**src/rtl/mem_sequencer_pkg.sv**
```systemverilog
// Shared definitions for the unified-memory instruction sequencer.
package mem_seq_pkg;

  typedef enum logic [2:0] {
    S_IDLE     = 3'd0,
    S_FETCH    = 3'd1,
    S_DATA_CHK = 3'd2,
    S_DATA     = 3'd3,
    S_COMMIT   = 3'd4
  } seq_state_e;

  localparam int unsigned DEFAULT_TIMEOUT = 255;
  localparam int unsigned WAIT_W          = 32;

  function automatic logic is_req_state(seq_state_e s);
    return (s == S_FETCH) || (s == S_DATA);
  endfunction

endpackage

```
**src/rtl/mem_sequencer_if.sv**
```systemverilog
// External memory req/ack bus; the sequencer is master, the memory is slave.
interface mem_sequencer_if #(
  parameter int unsigned ADDR_W = 32,
  parameter int unsigned DATA_W = 32
) ();

  logic              mem_req;
  logic              mem_we;
  logic [ADDR_W-1:0] mem_addr;
  logic [DATA_W-1:0] mem_wdata;
  logic [DATA_W-1:0] mem_rdata;
  logic              mem_ack;

  modport master (
    output mem_req, mem_we, mem_addr, mem_wdata,
    input  mem_rdata, mem_ack
  );

  modport slave (
    input  mem_req, mem_we, mem_addr, mem_wdata,
    output mem_rdata, mem_ack
  );

endinterface

```
**src/rtl/mem_sequencer_wait_timer.sv**
```systemverilog
// Loadable/clearable up-counter with a terminal-count flag at a given limit.
module wait_timer #(
  parameter int unsigned W = 32
) (
  input  logic         clk,
  input  logic         reset,
  input  logic         clr,
  input  logic         load,
  input  logic [W-1:0] load_val,
  input  logic         en,
  input  logic [W-1:0] limit,
  output logic         tc
);

  logic [W-1:0] count;

  always_ff @(posedge clk or posedge reset) begin
    if (reset) begin
      count <= '0;
    end else if (clr) begin
      count <= '0;
    end else if (load) begin
      count <= load_val;
    end else if (en) begin
      count <= count + 1'b1;
    end
  end

  assign tc = (count == limit);

endmodule

```
**src/rtl/mem_sequencer.sv**
```systemverilog
// Multi-cycle FETCH / DATA / COMMIT sequencer sharing one memory port.
module mem_sequencer
  import mem_seq_pkg::*;
#(
  parameter int unsigned ADDR_W  = 32,
  parameter int unsigned DATA_W  = 32,
  parameter int unsigned TIMEOUT = DEFAULT_TIMEOUT,
  parameter int unsigned CNT_W   = 32
) (
  input  logic              clk,
  input  logic              reset,
  input  logic [ADDR_W-1:0] cpu_pc,
  input  logic [ADDR_W-1:0] cpu_addr,
  input  logic [DATA_W-1:0] cpu_wdata,
  input  logic              cpu_mem_wr,
  input  logic              cpu_mem_rd,
  output logic [DATA_W-1:0] cpu_instr,
  output logic [DATA_W-1:0] cpu_rdata,
  output logic              cpu_step,
  mem_sequencer_if.master   mem,
  output logic              bus_error,
  output logic [CNT_W-1:0]  retired
);

  localparam logic              WDOG_EN    = (TIMEOUT != 0);
  localparam logic [WAIT_W-1:0] WAIT_LIMIT = WAIT_W'(TIMEOUT - 1);

  seq_state_e state, state_nxt;
  logic       in_req;
  logic       acked;
  logic       wait_tc;
  logic       timed_out;

  assign in_req    = is_req_state(state);
  assign acked     = in_req && mem.mem_ack;
  // The counter sits at TIMEOUT-1 during the TIMEOUT-th unacknowledged cycle.
  assign timed_out = WDOG_EN && in_req && !mem.mem_ack && wait_tc;

  wait_timer #(
    .W (WAIT_W)
  ) u_wait_timer (
    .clk      (clk),
    .reset    (reset),
    .clr      (!in_req),
    .load     (1'b0),
    .load_val ('0),
    .en       (in_req),
    .limit    (WAIT_LIMIT),
    .tc       (wait_tc)
  );

  always_ff @(posedge clk or posedge reset) begin
    if (reset) begin
      state <= S_IDLE;
    end else begin
      state <= state_nxt;
    end
  end

  always_comb begin
    state_nxt     = state;
    mem.mem_req   = 1'b0;
    mem.mem_we    = 1'b0;
    mem.mem_addr  = '0;
    mem.mem_wdata = '0;
    cpu_step      = 1'b0;
    unique case (state)
      S_IDLE: begin
        state_nxt = S_FETCH;
      end
      S_FETCH: begin
        mem.mem_req  = 1'b1;
        mem.mem_addr = cpu_pc;
        if (acked) begin
          state_nxt = S_DATA_CHK;
        end else if (timed_out) begin
          state_nxt = S_COMMIT;
        end
      end
      S_DATA_CHK: begin
        // Decode flags now reflect the instruction latched on the fetch ack.
        state_nxt = (cpu_mem_rd || cpu_mem_wr) ? S_DATA : S_COMMIT;
      end
      S_DATA: begin
        mem.mem_req   = 1'b1;
        mem.mem_we    = cpu_mem_wr;
        mem.mem_addr  = cpu_addr;
        mem.mem_wdata = cpu_wdata;
        if (acked || timed_out) begin
          state_nxt = S_COMMIT;
        end
      end
      S_COMMIT: begin
        cpu_step  = 1'b1;
        state_nxt = S_FETCH;
      end
      default: begin
        state_nxt = S_IDLE;
      end
    endcase
  end

  always_ff @(posedge clk or posedge reset) begin
    if (reset) begin
      cpu_instr <= '0;
      cpu_rdata <= '0;
      bus_error <= 1'b0;
      retired   <= '0;
    end else begin
      if ((state == S_FETCH) && acked) begin
        cpu_instr <= mem.mem_rdata;
      end
      // A simultaneous rd+wr is a store, so the load register is left alone.
      if ((state == S_DATA) && acked && cpu_mem_rd && !cpu_mem_wr) begin
        cpu_rdata <= mem.mem_rdata;
      end
      if (timed_out) begin
        bus_error <= 1'b1;
      end
      if (state == S_COMMIT) begin
        retired <= retired + 1'b1;
      end
    end
  end

endmodule

```
**src/flat_wrapper.sv**
```systemverilog
// flat-port wrapper written by rule: the top's interface ports become plain ports
module mem_sequencer_flat import mem_seq_pkg::*;
#(
  parameter int unsigned ADDR_W  = 32,
  parameter int unsigned DATA_W  = 32,
  parameter int unsigned TIMEOUT = DEFAULT_TIMEOUT,
  parameter int unsigned CNT_W   = 32
)
  (clk, reset, cpu_pc, cpu_addr, cpu_wdata, cpu_mem_wr, cpu_mem_rd, cpu_instr, cpu_rdata, cpu_step, bus_error, retired, mem_mem_req, mem_mem_we, mem_mem_addr, mem_mem_wdata, mem_mem_rdata, mem_mem_ack);
  mem_sequencer_if #(.ADDR_W(ADDR_W), .DATA_W(DATA_W)) mem_i ();
  input  logic clk;
  input  logic reset;
  input  logic [ADDR_W-1:0] cpu_pc;
  input  logic [ADDR_W-1:0] cpu_addr;
  input  logic [DATA_W-1:0] cpu_wdata;
  input  logic cpu_mem_wr;
  input  logic cpu_mem_rd;
  output logic [DATA_W-1:0] cpu_instr;
  output logic [DATA_W-1:0] cpu_rdata;
  output logic cpu_step;
  output logic bus_error;
  output logic [CNT_W-1:0] retired;
  output wire logic [$bits(mem_i.mem_req)-1:0] mem_mem_req;
  output wire logic [$bits(mem_i.mem_we)-1:0] mem_mem_we;
  output wire logic [$bits(mem_i.mem_addr)-1:0] mem_mem_addr;
  output wire logic [$bits(mem_i.mem_wdata)-1:0] mem_mem_wdata;
  input wire logic [$bits(mem_i.mem_rdata)-1:0] mem_mem_rdata;
  input wire logic [$bits(mem_i.mem_ack)-1:0] mem_mem_ack;
  assign mem_mem_req = mem_i.mem_req;
  assign mem_mem_we = mem_i.mem_we;
  assign mem_mem_addr = mem_i.mem_addr;
  assign mem_mem_wdata = mem_i.mem_wdata;
  assign mem_i.mem_rdata = mem_mem_rdata;
  assign mem_i.mem_ack = mem_mem_ack;
  mem_sequencer #(.ADDR_W(ADDR_W), .DATA_W(DATA_W), .TIMEOUT(TIMEOUT), .CNT_W(CNT_W)) u_core (.clk(clk), .reset(reset), .cpu_pc(cpu_pc), .cpu_addr(cpu_addr), .cpu_wdata(cpu_wdata), .cpu_mem_wr(cpu_mem_wr), .cpu_mem_rd(cpu_mem_rd), .cpu_instr(cpu_instr), .cpu_rdata(cpu_rdata), .cpu_step(cpu_step), .mem(mem_i), .bus_error(bus_error), .retired(retired));
endmodule
```
**config.mk**
```make
export PLATFORM = sky130hd
export DESIGN_NAME = mem_sequencer_flat
export DESIGN_NICKNAME = d
export VERILOG_FILES = /design/src/rtl/mem_sequencer_pkg.sv /design/src/rtl/mem_sequencer_if.sv /design/src/rtl/mem_sequencer_wait_timer.sv /design/src/rtl/mem_sequencer.sv /design/src/flat_wrapper.sv
export SDC_FILE = /design/constraint.sdc
export NUM_CORES = 1
export LEC_CHECK = 0
export ABC_CLOCK_PERIOD_IN_PS = 3400
export CAP_MARGIN = 20
export CORE_AREA = 5 5 119 121
export DETAILED_ROUTE_END_ITERATION = 8
export DIE_AREA = 0 0 124 126
export DONT_BUFFER_PORTS = 1
export PLACE_DENSITY_LB_ADDON = 0.15
export SYNTH_ARGS = -nofsm -noshare
export SYNTH_HDL_FRONTEND = slang
export SYNTH_HIERARCHICAL = 1
export SYNTH_SLANG_ARGS = --single-unit
```
**constraint.sdc**
```tcl
create_clock -name clk -period 3.4 [get_ports clk]
set_input_delay 0.68 -clock clk [delete_from_list [all_inputs] [get_ports clk]]
set_output_delay 0.68 -clock clk [all_outputs]
set_load 0.01 [all_outputs]
```
; ---- Yosys cells after proc, flatten, opt, wreduce, memory -nomap -nowiden
; Cells that the tools add are included.
; Widths: inputs -> output; s select.
[word_totals]
word_cells = 42
input_bits = 133
output_inout_bits = 164
register_bits = 132
[op_classes]
n_mux = 11
add_sub_neg = 2
n_eq_ne = 7
n_reduce_logical = 16
[op_table]
columns = op, count
row1 = $add 32x1->32 const B, 2
row2 = $mux 32, 2
row3 = $pmux 32 s2, 1
row4 = $eq 32x8->1 const B, 1
row5 = $mux 3, 4
row6 = $pmux 3 s4, 1
row7 = $logic_and 1x1->1, 7
row8 = $eq 3x2->1 const B, 2
row9 = $reduce_or 2->1, 2
row10 = $eq 3x1->1 const B, 1
row11 = $eq 3x3->1 const B, 1
row12 = $logic_not 3->1, 1
row13 = $logic_or 1x1->1, 3
row14 = $mux 1, 3
row15 = $ne 3x1->1 const B, 1
row16 = $logic_not 1->1, 2
row17 = $ne 2x2->1 const B, 1
row18 = $reduce_and 2->1, 1

; ---- Logic depth before layout (Yosys ltp)
; Gate-level depths: netlist of run 1.
[logic_depth]
word_depth = 7
depth_mapped = 10
ltp_nobuf = 8

; ---- Modules after synthesis
; Netlist of run 1, hierarchy kept.
[modules_own_cells]
columns = module, instances, area_per_inst_um2, seq_area_each_um2, cells_each
row1 = mem_sequencer, 1, 4847.1, 2502.4, 404
row2 = wait_timer, 1, 2553.7, 800.8, 310

; ---- Worst setup path after synthesis of run 1
; No wires, ideal clock.
[synth_path]
path_type = register to register
from = register u_core.state[0]
to = register u_core.u_wait_timer.count[20]
setup_time_ns = 0.099
n_path_buf = 5
required_time_ns = 3.301
path_stages_with_launch = 11
arrival_time_ns = 2.825
period_less_slack_ns = 2.924
path_slack_ns = 0.476
cell_sequence = dfrtp_1 > buf_4 > nor2b_1 > buf_4 > clkbuf_1 > buf_2 > nand4_2 > or4_1 > buf_2 > or4_1 > a311oi_1
[synth_via]
elab_chain_len = 3
elab_cells_between_ends = 4
classes_between = eq/ne (2) / mux (1) / reduce/logical (1)
[synth_rtl]
columns = item, line
row1 = "start, declared", mem_sequencer.sv:28  ; seq_state_e state, state_nxt;
row2 = "start signal, assigned", mem_sequencer.sv:56  ; state <= state_nxt;
row3 = $eq 3x1->1 / $eq 3x2->1 (equally long branches), mem_sequencer_pkg.sv:16  ; return (s == S_FETCH) || (s == S_DATA);
row4 = $logic_or 1x1->1 (*), mem_sequencer_pkg.sv:16
row5 = $mux 32 (*), mem_sequencer_wait_timer.sv:20  ; end else if (clr) begin
row6 = "end signal, assigned", mem_sequencer_wait_timer.sv:23  ; count <= load_val;
row7 = "end signal, assigned", mem_sequencer_wait_timer.sv:25  ; count <= count + 1'b1;
row8 = "end, declared", mem_sequencer_wait_timer.sv:15  ; logic [W-1:0] count;
; Every way passes the cells marked *; elsewhere a longest branch is shown, timed or not.
; A chain may end at the register's enable or synchronous reset.

; ---- Worst setup path in the final report of run 1
[layout_path]
from = register u_core.state[1]
to = output port mem_mem_addr[8]
[layout_via]
elab_chain_len = 2
elab_cells_between_ends = 3
classes_between = eq/ne (2) / mux (1)
[layout_rtl]
columns = item, line
row1 = $eq 3x2->1 / $eq 3x1->1 (equally long branches), mem_sequencer.sv:67  ; unique case (state)
row2 = $pmux 32 s2 (*), mem_sequencer.sv:67
row3 = "end, declared", flat_wrapper.sv:25  ; output wire logic [$bits(mem_i.mem_addr)-1:0] mem_mem_addr;
; Marked as above.

==> results of run 1 <==
## cell families after synthesis
kind of cell	count (synthesis)	synth area share (%)
AOI/OAI and AO/OA	74	6.88
xor gates and xnor gates	74	8.76
adders and majority gates	2	0.338
buffers and inverters	62	3.91
DFF	132	44.6
muxes	99	14.5
other	2	0.101
and+or+nand+nor	269	20.9
## sequential cells by signal, indices dropped and copies added, names as in the netlist
register                   count
u_core/retired                32
u_core/state                   3
u_core/bus_error               1
u_core/u_wait_timer/count     32
u_core/cpu_instr              32
u_core/cpu_rdata              32
## path summary, 6_finish.rpt
check	from	end	slack [ps]	cells after the start
max in group asynchronous	reset	u_core/state[1]	2580	2
setup / recovery	u_core/state[1]	mem_mem_addr[8]	540	3
min in group clk	mem_mem_rdata[28]	u_core/cpu_rdata[28]	400	1
hold / removal	reset	u_core/retired[28]	150	1
setup reg to reg	u_core/state[0]	u_core/u_wait_timer/count[20]	750	5
hold reg to reg	u_core/retired[31]	u_core/retired[31]	540	1
## worst reg2reg max path, delay by kind of cell, from the launching register on
kind | cells | cell delay (ps)
simple gates | 4 | 1800
flops | 1 | 470
compound gates | 1 | 270
## cell usage after synthesis (3+ instances only)
cell | number | area (µm²)
a311oi_1 | 8 | 70.1
buf_4 | 8 | 60.1
nor2b_1 | 3 | 18.8
nor4_2 | 3 | 37.5
and3_1 | 39 | 244
xor2_1 | 39 | 342
nor3b_1 | 11 | 82.6
mux2_2 | 65 | 732
nor2_1 | 62 | 233
nand2_1 | 40 | 150
mux2i_1 | 33 | 330
a21oi_1 | 20 | 100
nand4_1 | 28 | 175
xnor2_1 | 35 | 307
and4_1 | 3 | 26.3
nand3_1 | 20 | 100
inv_1 | 11 | 41.3
buf_2 | 9 | 45.0
nor3_1 | 8 | 40.0
o31ai_1 | 5 | 37.5
dfrtp_1 | 132 | 3300
and2_1 | 5 | 31.3
or3_1 | 5 | 31.3
clkbuf_1 | 26 | 97.6
o211ai_1 | 8 | 60.1
a211oi_1 | 8 | 60.1
buf_1 | 4 | 15.0
nor4_1 | 15 | 93.8
or4_1 | 13 | 97.6
o21ai_0 | 8 | 40.0
## metal layers
| metal | part of all wire [%] | GRT usage (%) | vias up |
|---|---|---|---|
| li1 | - | - | 2618 |
| met1 | 37 | 30.9 | 2760 |
| met2 | 51 | 44.4 | 244 |
| met3 | 9.1 | 8.30 | 28 |
| met4 | 2.2 | 9.41 | 0 |
| met5 | 0 | 0 | - |
## final cells by class
| class | count | area (µm²) |
|---|---|---|
| diodes | 7 | 17.5 |
| clock buffers | 19 | 453 |
| clock inverters | 13 | 101 |
| fillers | 1038 | 4680 |
| inverters | 13 | 51.3 |
| multi-input cells | 584 | 4060 |
| flip-flops and latches | 132 | 3300 |
| well taps | 176 | 220 |
| repair buffers | 9 | 92.6 |
## metrics by stage
| step | util (%) | hold WS [ps] | setup WS (ps) |
|---|---|---|---|
| after floorplan | - | 472 | 101 |
| after global placement | 59.5 | 528 | 855 |
| after detailed placement | 59.5 | 533 | 751 |
| after CTS | 63.8 | 138 | 506 |
| after global routing | 63.9 | 171 | 447 |
| final | 63.9 | 147 | 544 |
## power groups by stage
stage | sequential, µW | clock (µW) | combinational, µW
2_1_floorplan | 2670 | 0 | 1830
3_3_place_gp | 3000 | 0 | 1970
4_1_cts | 3020 | 1730 | 2040
6_report | 3020 | 1700 | 2030
5_1_grt | 3100 | 1790 | 2230
3_5_place_dp | 3030 | 0 | 2030
==> metrics.txt, run 1 <==
# TYPE chip_impl_metric gauge
chip_impl_info{name="run_status",value="completed"} 1
chip_impl_info{name="layout_commonest_cell",value="dfrtp_1"} 1
chip_impl_info{name="rsz0062_at_grt",value="no"} 1
chip_impl_info{name="synth_flop_cell",value="dfrtp_1"} 1
chip_impl_info{name="critical_path.top_delay_family",value="flip-flops"} 1
chip_impl_metric{name="largest_vdd_supply_drop",unit="mV"} 0.408
chip_impl_metric{name="total_switching_power",unit="µW"} 2760
chip_impl_metric{name="clock_slew_seen_by_the_registers_of_the_worst_setup_and_hold_paths",unit="ps"} 60
chip_impl_metric{name="power-per-cell-area",unit="nW/µm²"} 814
chip_impl_metric{name="fp.dieW",unit="µm"} 124
chip_impl_metric{name="worstSkewPairLatency",unit="ps"} 420
chip_impl_metric{name="total_leakage_power",unit="µW"} 0.00362
chip_impl_metric{name="internal-power",unit="µW"} 3990
chip_impl_metric{name="required_time_of_the_worst_setup_path",unit="ps"} 2720
chip_impl_metric{name="finish.net_count",unit=""} 892
chip_impl_metric{name="total_power",unit="µW"} 6750
chip_impl_info{name="tritoncts",value="yes"} 1
chip_impl_metric{name="fin_crit",unit="ps"} 2860
chip_impl_info{name="holdCritPathClass",value="input pin to asynchronous set/reset pin"} 1
chip_impl_metric{name="setup_buffers_after_cts",unit=""} 0
chip_impl_metric{name="ys_types",unit=""} 59
chip_impl_metric{name="drt_drc_violations_left",unit=""} 0
chip_impl_metric{name="cts_resized",unit=""} 0
chip_impl_metric{name="drt-vias-per-instance",unit=""} 5.93
chip_impl_metric{name="drv_cap",unit=""} 0
chip_impl_metric{name="grt_max_degree",unit=""} 68
chip_impl_metric{name="ctsHoldBuffers",unit=""} 0
chip_impl_metric{name="grt_first_pass_wirelength",unit="mm"} 31.4
chip_impl_metric{name="detailed_place_hpwl",unit="mm"} 15.4
chip_impl_metric{name="portion_of_total_power_attributed_to_sequential_cells",unit="%"} 44.7
chip_impl_metric{name="synth.yosys.warnings",unit=""} 6
chip_impl_metric{name="dieArea",unit="µm²"} 15600
chip_impl_metric{name="boundaryPins",unit=""} 297
chip_impl_metric{name="die_h",unit="µm"} 126
chip_impl_metric{name="layout_worst_path_cycle_share",unit="%"} 84.0
chip_impl_metric{name="start_util",unit="%"} 57.0
chip_impl_metric{name="finalWirelength",unit="mm"} 20.8
chip_impl_metric{name="post_dp_cell_area",unit="µm²"} 7720
chip_impl_info{name="worst_setup_path_start_kind",value="flop"} 1
chip_impl_metric{name="report.final.slew_viol_count",unit=""} 0
chip_impl_metric{name="crit_path_max_fanout",unit=""} 39
chip_impl_metric{name="worstPathBufferInverterCount",unit=""} 1
chip_impl_metric{name="syn_inst_count",unit=""} 714
chip_impl_metric{name="max-clock-path-buffers",unit=""} 2
chip_impl_metric{name="area_growth",unit="%"} 12.1
chip_impl_info{name="critPathCaptureType",value="output port"} 1
chip_impl_metric{name="drt_first_pass_iters",unit=""} 4
chip_impl_metric{name="wire_length_per_cell_after_detailed_routing",unit="µm"} 21.8
chip_impl_metric{name="fp-row-count",unit=""} 42
chip_impl_metric{name="antenna_found_initial",unit=""} 7
chip_impl_info{name="critical_path.slowest_cell",value="dfrtp_2"} 1
chip_impl_metric{name="area_of_the_core",unit="µm²"} 13000
chip_impl_metric{name="drt_iter0_markers",unit=""} 579
chip_impl_metric{name="syn_avg_cell_area",unit="µm²"} 10.4
chip_impl_metric{name="drive_above_1_share",unit="%"} 16.2
chip_impl_metric{name="finish.cell_count_without_fillers",unit=""} 953
chip_impl_metric{name="worstPathArrival",unit="ps"} 2180
chip_impl_info{name="path_cells",value="buf_4 -> mux2i_1 -> nor2_1"} 1
chip_impl_metric{name="numPlacedInstances",unit=""} 914
chip_impl_metric{name="setup_viol",unit=""} 0
chip_impl_metric{name="stdcell_area",unit="µm²"} 8300
chip_impl_info{name="timing_worst_setup_path_type",value="flop to output port"} 1
chip_impl_metric{name="final.setup_skew",unit="ps"} 13.6
chip_impl_metric{name="synth_enable_flop_cells",unit=""} 0
chip_impl_metric{name="share_clk_of_total_power",unit="%"} 25.2
chip_impl_metric{name="antenna_viol_nets_final",unit=""} 0
chip_impl_metric{name="critPathMaxStageDelay",unit="ps"} 800
chip_impl_metric{name="port_bufs",unit=""} 0
chip_impl_metric{name="power_switching_share",unit="%"} 40.8
chip_impl_info{name="layout.cells.most_common_list",value="dfrtp_1 (131), conb_1 (66), mux2_2 (65)"} 1
chip_impl_metric{name="hold_viol",unit=""} 0
chip_impl_metric{name="final_weighted_congestion_in_routability_driven_placement",unit=""} 0.860
chip_impl_metric{name="synth_area",unit="µm²"} 7400
chip_impl_metric{name="worst-slew-pin-transition",unit="ps"} 952
chip_impl_metric{name="synth-seq-cells",unit=""} 132
chip_impl_metric{name="power.combinational.fraction",unit="%"} 30.1
chip_impl_metric{name="relative_slew_margins",unit="%"} 36.0
chip_impl_metric{name="cts-buffers-inserted",unit=""} 17
chip_impl_metric{name="cts_sinks",unit=""} 132
chip_impl_metric{name="synth.yosys.seq_area_share",unit="%"} 44.6
chip_impl_metric{name="vias_in_the_first_global_route",unit=""} 5722
chip_impl_info{name="root_buffer",value="clkbuf_16"} 1
chip_impl_metric{name="fin_setup_tns",unit="ps"} 0
chip_impl_metric{name="asyncSetResetFlopFracSynth",unit="%"} 100
chip_impl_metric{name="globalRouteTotalUtil",unit="%"} 26.1
chip_impl_metric{name="fmax",unit="MHz"} 350
chip_impl_metric{name="vias",unit=""} 5650
chip_impl_metric{name="globalRouteOverflowTotal",unit=""} 0
chip_impl_metric{name="ctsHtreeMaxLevel",unit=""} 4
(Power assumes the default switching activity.)
==> inputs of run 2 (changes only) <==
- ABC_CLOCK_PERIOD_IN_PS: 3400 -> 2500
- clock period: 3.4 -> 2.5 ns (I/O delays scaled with it)
==> run 2 against run 1 <==
Against the previous run: via count increased by 5.7%; sequential share of layout area decreased by 2.1 points; routed wire length increased by 9.5%; sequential power increased by 31%; register-to-register slack got worse by 550 ps; highest routed layer is now met5; die area unchanged.
==> metrics.txt, run 2 (same netlist as run 1, synthesis figures left out) <==
# TYPE chip_impl_metric gauge
chip_impl_info{name="run_status",value="completed"} 1
chip_impl_metric{name="final_weighted_congestion_in_routability_driven_placement",unit=""} 0.906
chip_impl_metric{name="detailed_place_hpwl",unit="mm"} 17.4
chip_impl_metric{name="hold_viol",unit=""} 0
chip_impl_metric{name="total_power",unit="µW"} 9970
chip_impl_metric{name="fin_crit",unit="ps"} 2350
chip_impl_metric{name="drt_drc_violations_left",unit=""} 0
chip_impl_metric{name="whs",unit="ps"} 35.4
chip_impl_metric{name="max-clock-path-buffers",unit=""} 2
chip_impl_info{name="worst_r2r_endpoint",value="u_core/u_wait_timer/count[28]"} 1
chip_impl_metric{name="fillers",unit=""} 971
chip_impl_info{name="route.top_layer_used",value="met5"} 1
chip_impl_metric{name="antenna_viol_nets_final",unit=""} 0
chip_impl_metric{name="route.met3.wl",unit="mm"} 2.50
chip_impl_metric{name="drive_above_1_share",unit="%"} 21.3
chip_impl_metric{name="power-per-cell-area",unit="nW/µm²"} 1140
chip_impl_metric{name="drt_first_pass_iters",unit=""} 5
chip_impl_metric{name="antenna_found_initial",unit=""} 8
chip_impl_metric{name="ff2ff_setup_slack",unit="ps"} 200
chip_impl_metric{name="finalWirelength",unit="mm"} 22.8
chip_impl_metric{name="setup_viol",unit=""} 0
chip_impl_metric{name="finish.utilization",unit="%"} 67.5
chip_impl_metric{name="wire_length_per_cell_after_detailed_routing",unit="µm"} 22.8
chip_impl_metric{name="cts_resized",unit=""} 0
chip_impl_metric{name="largest_vdd_supply_drop",unit="mV"} 0.794
chip_impl_metric{name="route.met2.wl",unit="mm"} 11.5
chip_impl_info{name="holdCritPathClass",value="input pin to asynchronous set/reset pin"} 1
chip_impl_metric{name="required_time_of_the_worst_setup_path",unit="ps"} 2000
chip_impl_metric{name="ctsHtreeMaxLevel",unit=""} 4
chip_impl_metric{name="worst-slew-pin-transition",unit="ps"} 760
chip_impl_metric{name="vias",unit=""} 5971
chip_impl_metric{name="port_bufs",unit=""} 0
chip_impl_metric{name="report.final.slew_viol_count",unit=""} 0
chip_impl_metric{name="globalRouteTotalUtil",unit="%"} 28.4
chip_impl_info{name="timing_worst_setup_path_type",value="flop to output port"} 1
chip_impl_metric{name="cts_sinks",unit=""} 132
chip_impl_metric{name="crit_path_max_fanout",unit=""} 67
chip_impl_metric{name="finish.net_count",unit=""} 939
chip_impl_info{name="tritoncts",value="yes"} 1
chip_impl_metric{name="fp.dieW",unit="µm"} 124
chip_impl_metric{name="area_growth",unit="%"} 18.4
chip_impl_metric{name="relative_slew_margins",unit="%"} 49.0
chip_impl_metric{name="ctsHoldBuffers",unit=""} 0
chip_impl_info{name="critPathCaptureType",value="output port"} 1
chip_impl_metric{name="layout_worst_path_cycle_share",unit="%"} 93.9
chip_impl_metric{name="cts-buffers-inserted",unit=""} 17
chip_impl_metric{name="total_leakage_power",unit="µW"} 0.00390
chip_impl_info{name="root_buffer",value="clkbuf_16"} 1
chip_impl_metric{name="drt_iter0_markers",unit=""} 519
chip_impl_metric{name="dieArea",unit="µm²"} 15600
chip_impl_metric{name="ff_to_ff_path_depth",unit=""} 4
chip_impl_info{name="crit-reg2reg-launch",value="u_core/u_wait_timer/count[5]"} 1
chip_impl_metric{name="drt-vias-per-instance",unit=""} 5.99
chip_impl_metric{name="worstSkewPairLatency",unit="ps"} 420
chip_impl_info{name="rsz0062_at_grt",value="no"} 1
chip_impl_metric{name="routedLengthMet1",unit="mm"} 8.30
chip_impl_metric{name="grt_first_pass_wirelength",unit="mm"} 33.7
chip_impl_info{name="layout.cells.most_common_list",value="dfrtp_1 (131), conb_1 (66), mux2_2 (65)"} 1
chip_impl_metric{name="final.setup_skew",unit="ps"} 16.0
chip_impl_metric{name="grt_max_degree",unit=""} 73
chip_impl_info{name="layout_commonest_cell",value="dfrtp_1"} 1
chip_impl_metric{name="start_util",unit="%"} 57.0
chip_impl_metric{name="post_dp_cell_area",unit="µm²"} 8130
chip_impl_metric{name="fmax",unit="MHz"} 426
chip_impl_metric{name="worstPathArrival",unit="ps"} 1850
chip_impl_metric{name="drv_cap",unit=""} 0
chip_impl_metric{name="fin_setup_tns",unit="ps"} 0
chip_impl_metric{name="die_h",unit="µm"} 126
chip_impl_metric{name="boundaryPins",unit=""} 297
chip_impl_info{name="worst_setup_path_start_kind",value="flop"} 1
chip_impl_metric{name="vias_in_the_first_global_route",unit=""} 5819
chip_impl_metric{name="globalRouteOverflowTotal",unit=""} 0
chip_impl_metric{name="area_of_the_core",unit="µm²"} 13000
chip_impl_metric{name="clock_slew_seen_by_the_registers_of_the_worst_setup_and_hold_paths",unit="ps"} 70
chip_impl_metric{name="stdcell_area",unit="µm²"} 8770
chip_impl_metric{name="fp-row-count",unit=""} 42
## run 2: cell types whose count changed in the layout (fill, tap and decap cells not counted), sizes merged
| cell | previous run | this run |
|---|---|---|
| buf | 9 | 56 |
| bufinv | 0 | 1 |
| clkbuf | 19 | 17 |
| clkinv | 8 | 4 |
| clkinvlp | 3 | 2 |
| diode | 7 | 3 |
| inv | 15 | 21 |
## run 2: worst max path at each step
stage | to | startpoint | cells past startpoint | slack [ps]
after CTS | mem_mem_addr[19] | u_core/state[2] | 6 | 20
final | mem_mem_addr[2] | u_core/state[1] | 4 | 150
after global routing | mem_mem_addr[19] | u_core/state[2] | 6 | 100
after global placement | u_core/u_wait_timer/count[23] | u_core/state[2] | 5 | 230
after detailed placement | u_core/u_wait_timer/count[23] | u_core/state[2] | 5 | 200
after floorplan | u_core/u_wait_timer/count[23] | u_core/state[0] | 10 | 40
## run 2: power breakdown
group          internal [µW]  leakage [µW]  switching [µW]
Combinational           1630       0.00192            1860
Clock                   1430      0.000295            1090
Sequential              2880       0.00169            1080
## run 2: what timing repair did
action | in CTS | in global routing
hold endpoints to repair | 0 | 0
buffers inserted | 0 | 2
setup endpoints to repair | 0 | 43
## run 2: through the flow
stage	setup slack (ps)	instances
floorplan	36.1	778
global placement	233	959
detailed placement	205	959
CTS	15.7	991
global route	97.2	993
finish	153	996
## run 2: area by class of cell
| cell class | count | area (µm²) | area share (%) |
|---|---|---|---|
| multi-input combinational | 584 | 4080 | 46.6 |
| sequential | 132 | 3300 | 37.7 |
| timing repair buffer | 56 | 495 | 5.65 |
| clock buffer | 17 | 425 | 4.85 |
| tap | 176 | 220 | 2.51 |
| clock inverter | 15 | 179 | 2.04 |
| inverter | 13 | 52.6 | 0.599 |
| antenna | 3 | 7.51 | 0.0856 |
## run 2: critical path: stages (launching register included)
cell	delay (ps)
dfrtp_2	470
buf_12	310
mux2i_1	370
nor2_1	80
buf_4	160
## run 2: layer usage
layer,vias up,global-route usage [%]
li1,2697,-
met1,2906,34.3
met2,318,47.9
met3,42,10.6
met4,8,7.47
met5,-,0
